==> src/rtl/edge_detect_array.sv <==
// Multi-channel synchronised rising/falling edge detector with sticky flags and a saturating event counter.
// Define GLITCH_FILTER_EN to insert a per-channel FILTER_LEN-cycle stability filter ahead of detection.
module edge_detect_array #(
  parameter int WIDTH       = 8,
  parameter int SYNC_STAGES = 2,
  parameter int CNT_W       = 8,
  parameter int FILTER_LEN  = 4
) (
  input  logic             clk,
  input  logic             reset,
  input  logic [WIDTH-1:0] din,
  input  logic [WIDTH-1:0] rise_en,
  input  logic [WIDTH-1:0] fall_en,
  input  logic [WIDTH-1:0] clr,
  input  logic             cnt_clr,
  output logic [WIDTH-1:0] pulse,
  output logic [WIDTH-1:0] sticky,
  output logic             any_sticky,
  output logic [CNT_W-1:0] evt_cnt
);

  // Extra headroom bits let a full-width popcount land on a saturated counter without wrapping.
  localparam int SUM_W = CNT_W + $clog2(WIDTH + 1);
  localparam logic [SUM_W-1:0] CNT_MAX = SUM_W'({CNT_W{1'b1}});

  logic [WIDTH-1:0] sync_q [SYNC_STAGES];
  logic [WIDTH-1:0] sync;
  logic [WIDTH-1:0] det_lvl;
  logic [WIDTH-1:0] lvl_q;
  logic [WIDTH-1:0] pulse_next;
  logic [SUM_W-1:0] pop_cnt;
  logic [SUM_W-1:0] cnt_sum;

  always_ff @(posedge clk or posedge reset) begin
    if (reset) begin
      for (int k = 0; k < SYNC_STAGES; k++) sync_q[k] <= '0;
    end else begin
      sync_q[0] <= din;
      for (int k = 1; k < SYNC_STAGES; k++) sync_q[k] <= sync_q[k-1];
    end
  end

  assign sync = sync_q[SYNC_STAGES-1];

`ifdef GLITCH_FILTER_EN
  localparam int FW = $clog2(FILTER_LEN);
  localparam logic [FW-1:0] FLT_LAST = FW'(FILTER_LEN - 1);

  logic [FW-1:0]    flt_cnt [WIDTH];
  logic [WIDTH-1:0] flt_lvl;

  // The filtered level follows sync only after FILTER_LEN consecutive disagreeing cycles.
  always_ff @(posedge clk or posedge reset) begin
    if (reset) begin
      flt_lvl <= '0;
      for (int i = 0; i < WIDTH; i++) flt_cnt[i] <= '0;
    end else begin
      for (int i = 0; i < WIDTH; i++) begin
        if (sync[i] == flt_lvl[i]) begin
          flt_cnt[i] <= '0;
        end else if (flt_cnt[i] == FLT_LAST) begin
          flt_lvl[i] <= sync[i];
          flt_cnt[i] <= '0;
        end else begin
          flt_cnt[i] <= flt_cnt[i] + 1'b1;
        end
      end
    end
  end

  assign det_lvl = flt_lvl;
`else
  assign det_lvl = sync;

  if (FILTER_LEN < 2) begin : g_filter_len_below_min
  end
`endif

  assign pulse_next = (det_lvl & ~lvl_q & rise_en) | (~det_lvl & lvl_q & fall_en);

  always_comb begin
    pop_cnt = '0;
    for (int i = 0; i < WIDTH; i++) pop_cnt = pop_cnt + SUM_W'(pulse[i]);
  end

  // A clear restarts from this cycle's pulses so coincident events are kept.
  always_comb begin
    cnt_sum = '0;
    if (cnt_clr) cnt_sum = pop_cnt;
    else         cnt_sum = SUM_W'(evt_cnt) + pop_cnt;
  end

  always_ff @(posedge clk or posedge reset) begin
    if (reset) begin
      lvl_q   <= '0;
      pulse   <= '0;
      sticky  <= '0;
      evt_cnt <= '0;
    end else begin
      lvl_q   <= det_lvl;
      pulse   <= pulse_next;
      sticky  <= pulse_next | (sticky & ~clr);
      evt_cnt <= (cnt_sum > CNT_MAX) ? '1 : cnt_sum[CNT_W-1:0];
    end
  end

  assign any_sticky = |sticky;

endmodule

==> config.mk <==
export PLATFORM = sky130hd
export DESIGN_NAME = edge_detect_array
export DESIGN_NICKNAME = d
export VERILOG_FILES = /design/src/rtl/edge_detect_array.sv
export SDC_FILE = /design/constraint.sdc
export NUM_CORES = 1
export LEC_CHECK = 0
export CAP_MARGIN = 20
export CORE_ASPECT_RATIO = 2
export CORE_MARGIN = 1
export CORE_UTILIZATION = 45
export CTS_BUF_LIST = sky130_fd_sc_hd__clkbuf_4
export DETAILED_ROUTE_END_ITERATION = 8
export GPL_ROUTABILITY_DRIVEN = 0
export PLACE_DENSITY = 0.79
export SYNTH_ARGS = -nofsm -noshare
export SYNTH_HDL_FRONTEND = slang
export SYNTH_SLANG_ARGS = --single-unit
==> constraint.sdc <==
create_clock -name clk -period 7.3 [get_ports clk]
set_input_delay 0.73 -clock clk [delete_from_list [all_inputs] [get_ports clk]]
set_output_delay 0.73 -clock clk [all_outputs]
set_load 0.02 [all_outputs]
# Word level (Yosys, flattened, before mapping)
# Index checks and enable logic that the tools add are counted.
dict set report op_classes {
  add_sub_neg 8
  multipliers 0
  div_mod_pow 0
  n_lt_le_gt_ge 1
  eq_ne 0
  n_shift 0
  n_mux 2
  bitwise 10
  reduce_logical 1
}
# op count
set ops {}
lappend ops {{8-bit AND} 5}
lappend ops {{8-bit inverter} 3}
lappend ops {{8-bit OR} 2}
lappend ops {{12-bit by 8-bit > comparator with 1-bit output, second input constant} 1}
lappend ops {{8-bit by 8-bit adder with 9-bit output} 1}
lappend ops {{9-bit 2-to-1 mux} 1}
lappend ops {{7-bit by 1-bit adder with 8-bit output} 1}
lappend ops {{8-bit 2-to-1 mux} 1}
lappend ops {{8-bit OR reduction} 1}
lappend ops {{6-bit by 1-bit adder with 7-bit output} 1}
lappend ops {{5-bit by 1-bit adder with 6-bit output} 1}
lappend ops {{4-bit by 1-bit adder with 5-bit output} 1}
lappend ops {{3-bit by 1-bit adder with 4-bit output} 1}
lappend ops {{2-bit by 1-bit adder with 3-bit output} 1}
lappend ops {{1-bit by 1-bit adder with 2-bit output} 1}
dict set report word_totals {
  ff_bits 48
  latchBits 0
  mem_bits_rw 0
  rom_bits 0
  inputBits 35
  out_inout_bits 25
  n_memories 0
}

# Longest topological paths before layout
# Gate-level depths: netlist (run 1).
dict set report depth {
  depth_word 11
  depth_mapped 14
  depth_no_buf 14
}

# Least setup slack after synthesis (run 1)
# OpenSTA, ideal clock, no wires.
dict set report synth_path {
  path_type {register to register}
  from {register pulse[0]}
  to {register evt_cnt[6]}
  t_arrival_ns 3.715
  required_time_ns 7.221
  setup_slack_ns 3.505
  path_stages_with_launch 15
  period_less_slack_ns 3.795
  path_cell_list {dfrtp_1 inv_1 fa_1 fa_1 fa_1 inv_1 ha_1 inv_1 fa_1 xnor2_1 ha_1 nor2b_1 o21a_1 o211ai_1 mux2i_1}
}
dict set report synth_via {
  elab_chain_cells 11
}
# element line
set synth_lines {}
lappend synth_lines {{from (decl)} 16} ;# output logic [WIDTH-1:0] pulse,
lappend synth_lines {{from (signal assigned)} 101} ;# pulse <= pulse_next;
lappend synth_lines {{1-bit by 1-bit adder with 2-bit output (*)} 83} ;# for (int i = 0; i < WIDTH; i++) pop_cnt = pop_cnt + SUM_W'(pulse[i]);
lappend synth_lines {{2-bit by 1-bit adder with 3-bit output (*)} 83}
lappend synth_lines {{3-bit by 1-bit adder with 4-bit output (*)} 83}
lappend synth_lines {{4-bit by 1-bit adder with 5-bit output (*)} 83}
lappend synth_lines {{5-bit by 1-bit adder with 6-bit output (*)} 83}
lappend synth_lines {{6-bit by 1-bit adder with 7-bit output (*)} 83}
lappend synth_lines {{7-bit by 1-bit adder with 8-bit output (*)} 83}
lappend synth_lines {{8-bit by 8-bit adder with 9-bit output} 90} ;# else cnt_sum = SUM_W'(evt_cnt) + pop_cnt;
lappend synth_lines {{9-bit 2-to-1 mux (*)} 89} ;# if (cnt_clr) cnt_sum = pop_cnt;
lappend synth_lines {{12-bit by 8-bit > comparator with 1-bit output} 103} ;# evt_cnt <= (cnt_sum > CNT_MAX) ? '1 : cnt_sum[CNT_W-1:0];
lappend synth_lines {{8-bit 2-to-1 mux (*)} 103}
lappend synth_lines {{to (signal assigned)} 103}
lappend synth_lines {{to (decl)} 19} ;# output logic [CNT_W-1:0] evt_cnt
# Every way passes the cells marked *; elsewhere a longest branch is shown, timed or not.

# Worst setup path after layout (run 1)
dict set report layout_path {
  from {register pulse[0]}
  to {register evt_cnt[1]}
}
# The elaborated chain is that of the path after synthesis.

==> out/qor.yml, run 1 <==
outcome: "completed"
dp_cells: 271
cts_tree: "yes"
synth-seq-cells: 48
syn_inst: 160
synth_nets: 207
dpl.hpwl_um: 2940
vias: 1394
p_clk_share_pct: 18.4
clkSinkCount: 48
start_kind: "flop"
fin_crit_ps: 3890
wl_per_cell_um: 13.4
hold_viol_final: 0
seqPwrFrac_pct: 47.4
io_pins: 60
drc: 0
antenna_found_initial: 0
coreArea_um2: 4130
seq_area_frac_synth_pct: 61.7
clk_pin_slew_ps: 140
netlist_top_cells_area: "dfrtp_1 62%, inv_1 5.2%, fa_1 5.1%"
crit_arrival_ps: 4140
cp-end-kind: "flop"
slew_headroom_pct: 72.9
skew_ps: 11.2
syn-cell-area_um2: 1950
synth.top_cell.area_share_pct: 61.7
setup_tns_ps: 0
p_int_mw: 0.443
grt_use_total_pct: 18.8
layout_commonest_cell: "clkdlybuf4s50_1"
p_comb_share_pct: 34.3
layout_common_cells: "59 x clkdlybuf4s50_1, 48 x dfrtp_1, 26 x inv_1"
syn_avg_cell_area_um2: 12.2
grt_max_degree: 49
wirelength_um: 3740
detail-route-antenna-nets: 0
vdd.ir_drop.worst_mv: 0.167
grt_pass1_vias: 1438
stdcell_count: 280
required_ps: 7550
firstDrtPassIters: 4
synth_area_leader_cell: "dfrtp_1"
dr.first_iter.drc_count: 33
clk_latency_ps: 360
leakagePower_nw: 1.25
hold_path_class: "flop to flop"
ys.flop_type: "dfrtp_1"
worstMarginPinSlew_ps: 403
synthToLayoutAreaGrowth_pct: 37.6
die_width_um: 48.5
grt_pass1_wl_um: 6400
die_y_um: 95.1
fin_nets: 274
clockBufferDepth: 2
synth-edff-count: 0
p_switching_mw: 0.217
portBuffers: 59
post_cts_resized: 0
layout-drive-gt1-share_pct: 5.26
fmax_mhz: 257
fin_util_pct: 64.9
postCtsHoldBufs: 0
die_area_um2: 4610
numCtsBuffers: 5
fin_crit_sh_pct: 53.3
initial_core_util_pct: 47.2
rrSetupSlack_ps: 3410
path_class: "flop to flop"
post-cts-setup-buffers: 0
htree_levels: 2
crit_fanout: 5
grt_setup_unrepaired: "no"
switching_share_pct: 32.9
synth_cell_type_count: 29
p_per_area_nw_per_um2: 246
ys_async_sr_fraction_pct: 100
gr-total-overflow: 0
setup_viol: 0
maxCapViolations: 0
clock-root-buffer: "clkbuf_4"
rows: 33
vias_per_cell: 4.98
antenna_cells: 0
drv_slew: 0
yosys_warnings: 0
[flip-flops by register name, summed over array words and instances, names as in the netlist]
| signal | flops |
|---|---|
| det_lvl | 8 |
| evt_cnt | 8 |
| lvl_q | 8 |
| pulse | 8 |
| sticky | 8 |
| sync_q | 8 |
[metal layers]
| metal | track usage [%] | routed length (um) | up-vias | part of all wire [%] |
|---|---|---|---|---|
| met5 | 0 | 0 | - | 0 |
| met3 | 2.39 | 129 | 9 | 3.5 |
| met4 | 10.5 | 116 | 0 | 3.1 |
| met2 | 36.0 | 2150 | 48 | 57 |
| li1 | - | - | 665 | - |
| met1 | 19.3 | 1350 | 672 | 36 |
[power groups by stage]
stage | sequential (mW) | clock, mW | combinational [mW]
2_1_floorplan | 0.338 | 0 | 0.117
3_3_place_gp | 0.317 | 0 | 0.221
3_5_place_dp | 0.318 | 0 | 0.225
4_1_cts | 0.313 | 0.127 | 0.226
5_1_grt | 0.316 | 0.138 | 0.254
6_report | 0.312 | 0.121 | 0.226
[stage by stage]
| step | setup WS, ps | hold WS [ps] | cell area (um2) | power (mW) |
|---|---|---|---|---|
| after floorplan | 3510 | 331 | 1950 | 0.456 |
| after global placement | 3510 | 332 | 2600 | 0.538 |
| after detailed placement | 3430 | 335 | 2600 | 0.543 |
| after CTS | 3410 | 367 | 2660 | 0.666 |
| after global routing | 3180 | 373 | 2680 | 0.708 |
| final | 3410 | 364 | 2680 | 0.659 |
[kinds of logic after synthesis]
kind of cell	Yosys count	share of synthesized area [%]
AOI/OAI and AO/OA	36	12.7
and+or+nand+nor	32	8.73
adders and majority gates	12	9.63
buffers and inverters	28	5.39
xor gates and xnor gates	3	1.35
DFF	48	61.7
muxes	1	0.514
[critical path: stages (launching register included)]
cell	delay, ps
dfrtp_1	380
inv_1	60
fa_1	560
fa_1	430
fa_1	440
inv_1	60
ha_1	160
inv_1	60
fa_1	370
xnor2_1	200
ha_1	320
nor2b_1	150
o21a_1	210
o21bai_2	240
a31oi_1	130
[area by class of cell]
| class | count | area [um2] |
|---|---|---|
| Clock inverter | 3 | 18.8 |
| Multi-Input combinational cell | 84 | 642 |
| Fill cell | 337 | 1450 |
| Inverter | 28 | 105 |
| Tap cell | 52 | 65.1 |
| Sequential cell | 48 | 1200 |
| Clock buffer | 5 | 37.5 |
| Timing Repair Buffer | 60 | 611 |
[Yosys cell counts (2+ instances only)]
library cell / count
o21a_1: 2
nor2_1: 4
a21oi_1: 2
nand2_1: 11
nor2b_1: 2
xor2_1: 2
a31oi_1: 5
nor4_1: 3
inv_1: 27
fa_1: 5
dfrtp_1: 48
o21ai_0: 9
o211ai_1: 2
nand3b_1: 8
ha_1: 7
a21o_1: 10
[worst paths after layout]
kind | startpoint | to | depth (start not counted)
max | pulse[0]$_DFF_PP0_ | evt_cnt[1]$_DFF_PP0_ | 14
max in group asynchronous | reset | sticky[6]$_DFF_PP0_ | 3
min | sync_q[10]$_DFF_PP0_ | det_lvl[2]$_DFF_PP0_ | 0
min in group asynchronous | reset | det_lvl[2]$_DFF_PP0_ | 2
max reg2reg | pulse[0]$_DFF_PP0_ | evt_cnt[1]$_DFF_PP0_ | 14
min reg2reg | sync_q[10]$_DFF_PP0_ | det_lvl[2]$_DFF_PP0_ | 0
Note: power is estimated with default switching activity, not from simulation.
==> run 2, diff against run 1 <==
Clock period 7.3 ns to 3.7 ns, I/O delays scaled along.
==> run 2 against run 1 <==
Net effect:
- the run now ends with negative setup slack left
- first-iteration DRC count shrank 42%
- highest routed layer unchanged
- core utilization up 3.7 points
- non-clock buffer count grew 8
- largest power group unchanged
- global-route usage is 0.91 points higher
- clock power grew 140%
- fmax is 1.4% higher
- total power increased by 130%
- setup slack worse by 3500 ps
==> out/qor.yml, run 2 (same netlist as run 1, synthesis figures left out) <==
die_width_um: 48.5
clk_latency_ps: 350
clock-root-buffer: "clkbuf_4"
grt_pass1_vias: 1515
outcome: "finished, violations left"
clockBufferDepth: 2
violations: "negative setup slack"
grt_setup_unrepaired: "yes"
crit_arrival_ps: 4090
clk_pin_slew_ps: 130
vias_per_cell: 5.04
grt_pass1_wl_um: 6700
multi_input_area_um2: 706
power_mw: 1.51
layout-drive-gt1-share_pct: 15.3
p_per_area_nw_per_um2: 531
crit_slowest_cell: "fa_2"
skew_ps: 8.01
detail-route-antenna-nets: 0
fin_crit_sh_pct: 104
synthToLayoutAreaGrowth_pct: 45.5
seq_area_um2: 1200
initial_core_util_pct: 47.2
n_fill_cell: 314
dpl.hpwl_um: 3130
fin_nets: 282
io_pins: 60
slew_headroom_pct: 77.9
wirelength_um: 4010
antenna_found_initial: 0
crit_fanout: 2
hold_viol_final: 0
setup_viol: 8
clkSinkCount: 48
required_ps: 3950
drv_slew: 0
path_class: "flop to flop"
vdd.ir_drop.worst_mv: 0.333
htree_levels: 2
holdWs_ps: 185
leakagePower_nw: 1.31
die_area_um2: 4610
layout_common_cells: "59 x clkdlybuf4s50_1, 45 x dfrtp_1, 22 x inv_1"
timing.rr.start: "pulse[1]$_DFF_PP0_"
portBuffers: 59
start_kind: "flop"
setup_tns_ps: -765
pre_cts_ws_ps: -149
path_cells: "inv_2, fa_1, fa_1, fa_1, inv_1, ha_2, inv_2, fa_2, buf_6, fa_2, buf_6, nand2_2, nor4_2, a31oi_1, o21a_1"
gr-total-overflow: 0
postCtsHoldBufs: 0
cts_tree: "yes"
die_y_um: 95.1
reg2regPathDepth: 15
reg2reg_to: "evt_cnt[7]$_DFF_PP0_"
wl_per_cell_um: 13.9
rows: 33
slowest_delay_ps: 560
hold_path_class: "input pin to asynchronous set/reset pin"
drc: 0
worstMarginPinSlew_ps: 331
fmax_mhz: 261
coreArea_um2: 4130
dr.first_iter.drc_count: 19
cp-end-kind: "flop"
crit_top_cell: "fa_1"
fin_crit_ps: 3840
firstDrtPassIters: 4
layout_commonest_cell: "clkdlybuf4s50_1"
vias: 1451
setup_ws_ps: -136
grt_max_degree: 49
rrSetupSlack_ps: -140
grt_use_total_pct: 19.7
antenna_cells: 0
maxCapViolations: 0
numCtsBuffers: 5
run 2: changes by cell type in the layout (fill, tap and decap cells not counted), sizes merged:
cell	delta
bufinv	+1
buf	+8
clkinv	+1
clkinvlp	-2
run 2: repair_timing:
action / 4_1_cts / 5_1_grt
hold endpoints to repair: 0 / 0
gates resized for setup: 12 / 4
endpoints found under the setup margin: 8 / 8
pin swaps: 10 / 8
setup buffers: 3 / 1
run 2: final cells by class:
class | count | share of cell area (%)
Timing Repair Buffer | 68 | 23.9
Multi-Input combinational cell | 84 | 24.9
Clock inverter | 3 | 1.32
Clock buffer | 5 | 1.32
Sequential cell | 48 | 42.5
Inverter | 28 | 3.71
Tap cell | 52 | 2.30
run 2: worst max-delay path by stage:
| stage | start | cells after the start | end | slack [ps] |
|---|---|---|---|---|
| 3_5_place_dp | pulse[1]$_DFF_PP0_ | 14 | evt_cnt[7]$_DFF_PP0_ | -150 |
| 4_1_cts | pulse[0]$_DFF_PP0_ | 15 | evt_cnt[7]$_DFF_PP0_ | -120 |
| 6_report | pulse[1]$_DFF_PP0_ | 15 | evt_cnt[7]$_DFF_PP0_ | -140 |
| 2_1_floorplan | pulse[0]$_DFF_PP0_ | 14 | evt_cnt[6]$_DFF_PP0_ | -30 |
| 5_1_grt | pulse[0]$_DFF_PP0_ | 14 | evt_cnt[6]$_DFF_PP0_ | -280 |
| 3_3_place_gp | pulse[1]$_DFF_PP0_ | 14 | evt_cnt[6]$_DFF_PP0_ | -50 |
run 2: power by group:
group          internal, mW  total, mW  switching [mW]
registers             0.577      0.621          0.0441
clock network         0.138      0.290           0.152
logic                 0.321      0.593           0.272
total                  1.04       1.51           0.469
run 2: worst max-delay path, delay by kind of cell, from the launching register on:
kind | cells | cell delay, ps
compound gates | 2 | 290
fa+ha+maj | 6 | 2300
buf+inv | 5 | 380
flops | 1 | 440
simple gates | 2 | 330
run 2: layer usage:
layer / global-route usage (%) / up-vias / wire length [um]
met2: 35.9 / 51 / 2240
met1: 21.3 / 706 / 1450
met3: 2.39 / 12 / 133
li1: - / 682 / -
met4: 12.5 / 0 / 178
met5: 0 / - / 0
run 2: through the flow:
step                instance area, um2  instances  utilization (%)
global placement                  2640        275             63.9
finish                            2830        288             68.6
CTS                               2790        286             67.6
floorplan                         1950        160                -
detailed placement                2640        275             63.9
global route                      2830        288             68.6
==> run 3, diff against run 2 <==
Settings changed: MAX_ROUTING_LAYER set to met4, SETUP_SLACK_MARGIN set to 0.15.
==> run 3 against run 2 <==
Net effect:
- the run still ends with negative setup slack left
- sequential power barely moved
- setup slack got worse by 45 ps
- clock-buffer cell count rose by 1
- non-clock buffer count fell by 1
- total power fell by 3.1%
- routed wire length rose by 2.9%
- cell count fell by 0.35%
==> out/qor.yml, run 3 (same netlist as run 1, synthesis figures left out) <==
n_fill_cell: 312
vias_per_cell: 4.95
multi_input_area_um2: 733
htree_levels: 2
p_int_mw: 0.975
dr.first_iter.drc_count: 27
grt_use_total_pct: 20.0
initial_core_util_pct: 47.2
skew_ps: 13.2
fin_crit_sh_pct: 105
p_clk_share_pct: 16.6
layout-drive-gt1-share_pct: 15.7
p_comb_share_pct: 40.9
switching_share_pct: 33.1
firstDrtPassIters: 4
p_per_area_nw_per_um2: 516
path_class: "flop to flop"
fin_crit_ps: 3880
hold_viol_final: 0
antenna_cells: 0
crit_buf_inv: 4
crit_slowest_cell: "fa_2"
path_cells: "inv_1, fa_1, fa_1, fa_1, inv_1, ha_2, inv_2, fa_2, inv_2, ha_4, a211o_1, a21oi_2, or3_1, a31oi_1"
worstMarginPinSlew_ps: 435
p_switching_mw: 0.483
pre_cts_ws_ps: -78.3
crit_arrival_ps: 4170
fin_nets: 281
grt_max_degree: 49
synthToLayoutAreaGrowth_pct: 45.2
start_kind: "flop"
coreArea_um2: 4130
layout_commonest_cell: "clkdlybuf4s50_1"
seqPwrFrac_pct: 42.5
grt_setup_unrepaired: "yes"
crit_fanout: 3
outcome: "finished, violations left"
setup_tns_ps: -863
clockBufferDepth: 2
die_width_um: 48.5
gr-total-overflow: 0
wirelength_um: 4120
maxCapViolations: 0
clk_pin_slew_ps: 130
portBuffers: 59
io_pins: 60
numCtsBuffers: 5
leakagePower_nw: 1.30
drv_slew: 0
power_mw: 1.46
setup_ws_ps: -181
drc: 0
hold_path_class: "input pin to asynchronous set/reset pin"
grt_pass1_wl_um: 6610
grt_pass1_vias: 1518
antenna_found_initial: 0
fmax_mhz: 258
clkSinkCount: 48
vdd.ir_drop.worst_mv: 0.390
detail-route-antenna-nets: 0
rows: 33
crit_top_cell: "fa_1"
dpl.hpwl_um: 2960
cp-end-kind: "flop"
holdWs_ps: 182
clock-root-buffer: "clkbuf_4"
layout_common_cells: "59 x clkdlybuf4s50_1, 45 x dfrtp_1, 22 x inv_1"
clk_latency_ps: 360
seq_area_um2: 1200
required_ps: 3990
setup_viol: 8
wl_per_cell_um: 14.4
die_y_um: 95.1
slew_headroom_pct: 70.7
die_area_um2: 4610
vias: 1422
cp_top_family: "adder cells"
slowest_delay_ps: 560
violations: "negative setup slack"
cts_tree: "yes"
run 3: path summary, 6_finish.rpt:
path,slack (ps),startpoint,to,cells past startpoint
min in group clk,360,sync_q[13]$_DFF_PP0_,det_lvl[5]$_DFF_PP0_,0
worst max register to register,-180,pulse[3]$_DFF_PP0_,evt_cnt[5]$_DFF_PP0_,14
worst min-delay path,180,reset,evt_cnt[3]$_DFF_PP0_,2
worst max-delay path,-180,pulse[3]$_DFF_PP0_,evt_cnt[5]$_DFF_PP0_,14
max in group asynchronous,3080,reset,pulse[3]$_DFF_PP0_,3
worst min register to register,360,sync_q[13]$_DFF_PP0_,det_lvl[5]$_DFF_PP0_,0
run 3: cell type report:
| cell class | count | area share [%] |
|---|---|---|
| Sequential cell | 48 | 42.6 |
| Multi-Input combinational cell | 84 | 25.9 |
| Timing Repair Buffer | 67 | 23.4 |
| Inverter | 28 | 3.72 |
| Tap cell | 52 | 2.30 |
| Clock buffer | 6 | 1.59 |
| Clock inverter | 2 | 0.442 |
run 3: stage by stage:
step / utilization, % / instance area, um2 / std cells
floorplan: - / 2000 / 160
global placement: 64.2 / 2650 / 271
detailed placement: 64.2 / 2650 / 271
CTS: 66.7 / 2750 / 283
global route: 68.5 / 2830 / 287
finish: 68.5 / 2830 / 287
run 3: power by group through the flow:
stage               sequential (mW)  combinational (mW)  clock, mW
finish                        0.620               0.596      0.242
detailed placement            0.632               0.488          0
floorplan                     0.674               0.268          0
CTS                           0.621               0.521      0.255
global placement              0.629               0.485          0
global route                  0.629               0.645      0.277
run 3: metal layers:
metal / global-route usage [%] / share of wire [%]
met3: 2.87 / 2.5
met5: - / 0
met2: 36.9 / 58
met4: 9.80 / 3.1
met1: 20.4 / 36
run 3: repair_timing:
action,in CTS,in global routing
buffers inserted,4,3
pin swaps,2,4
gates cloned,0,0
endpoints found under the setup margin,8,8
resized for setup,4,5
hold buffers,0,0
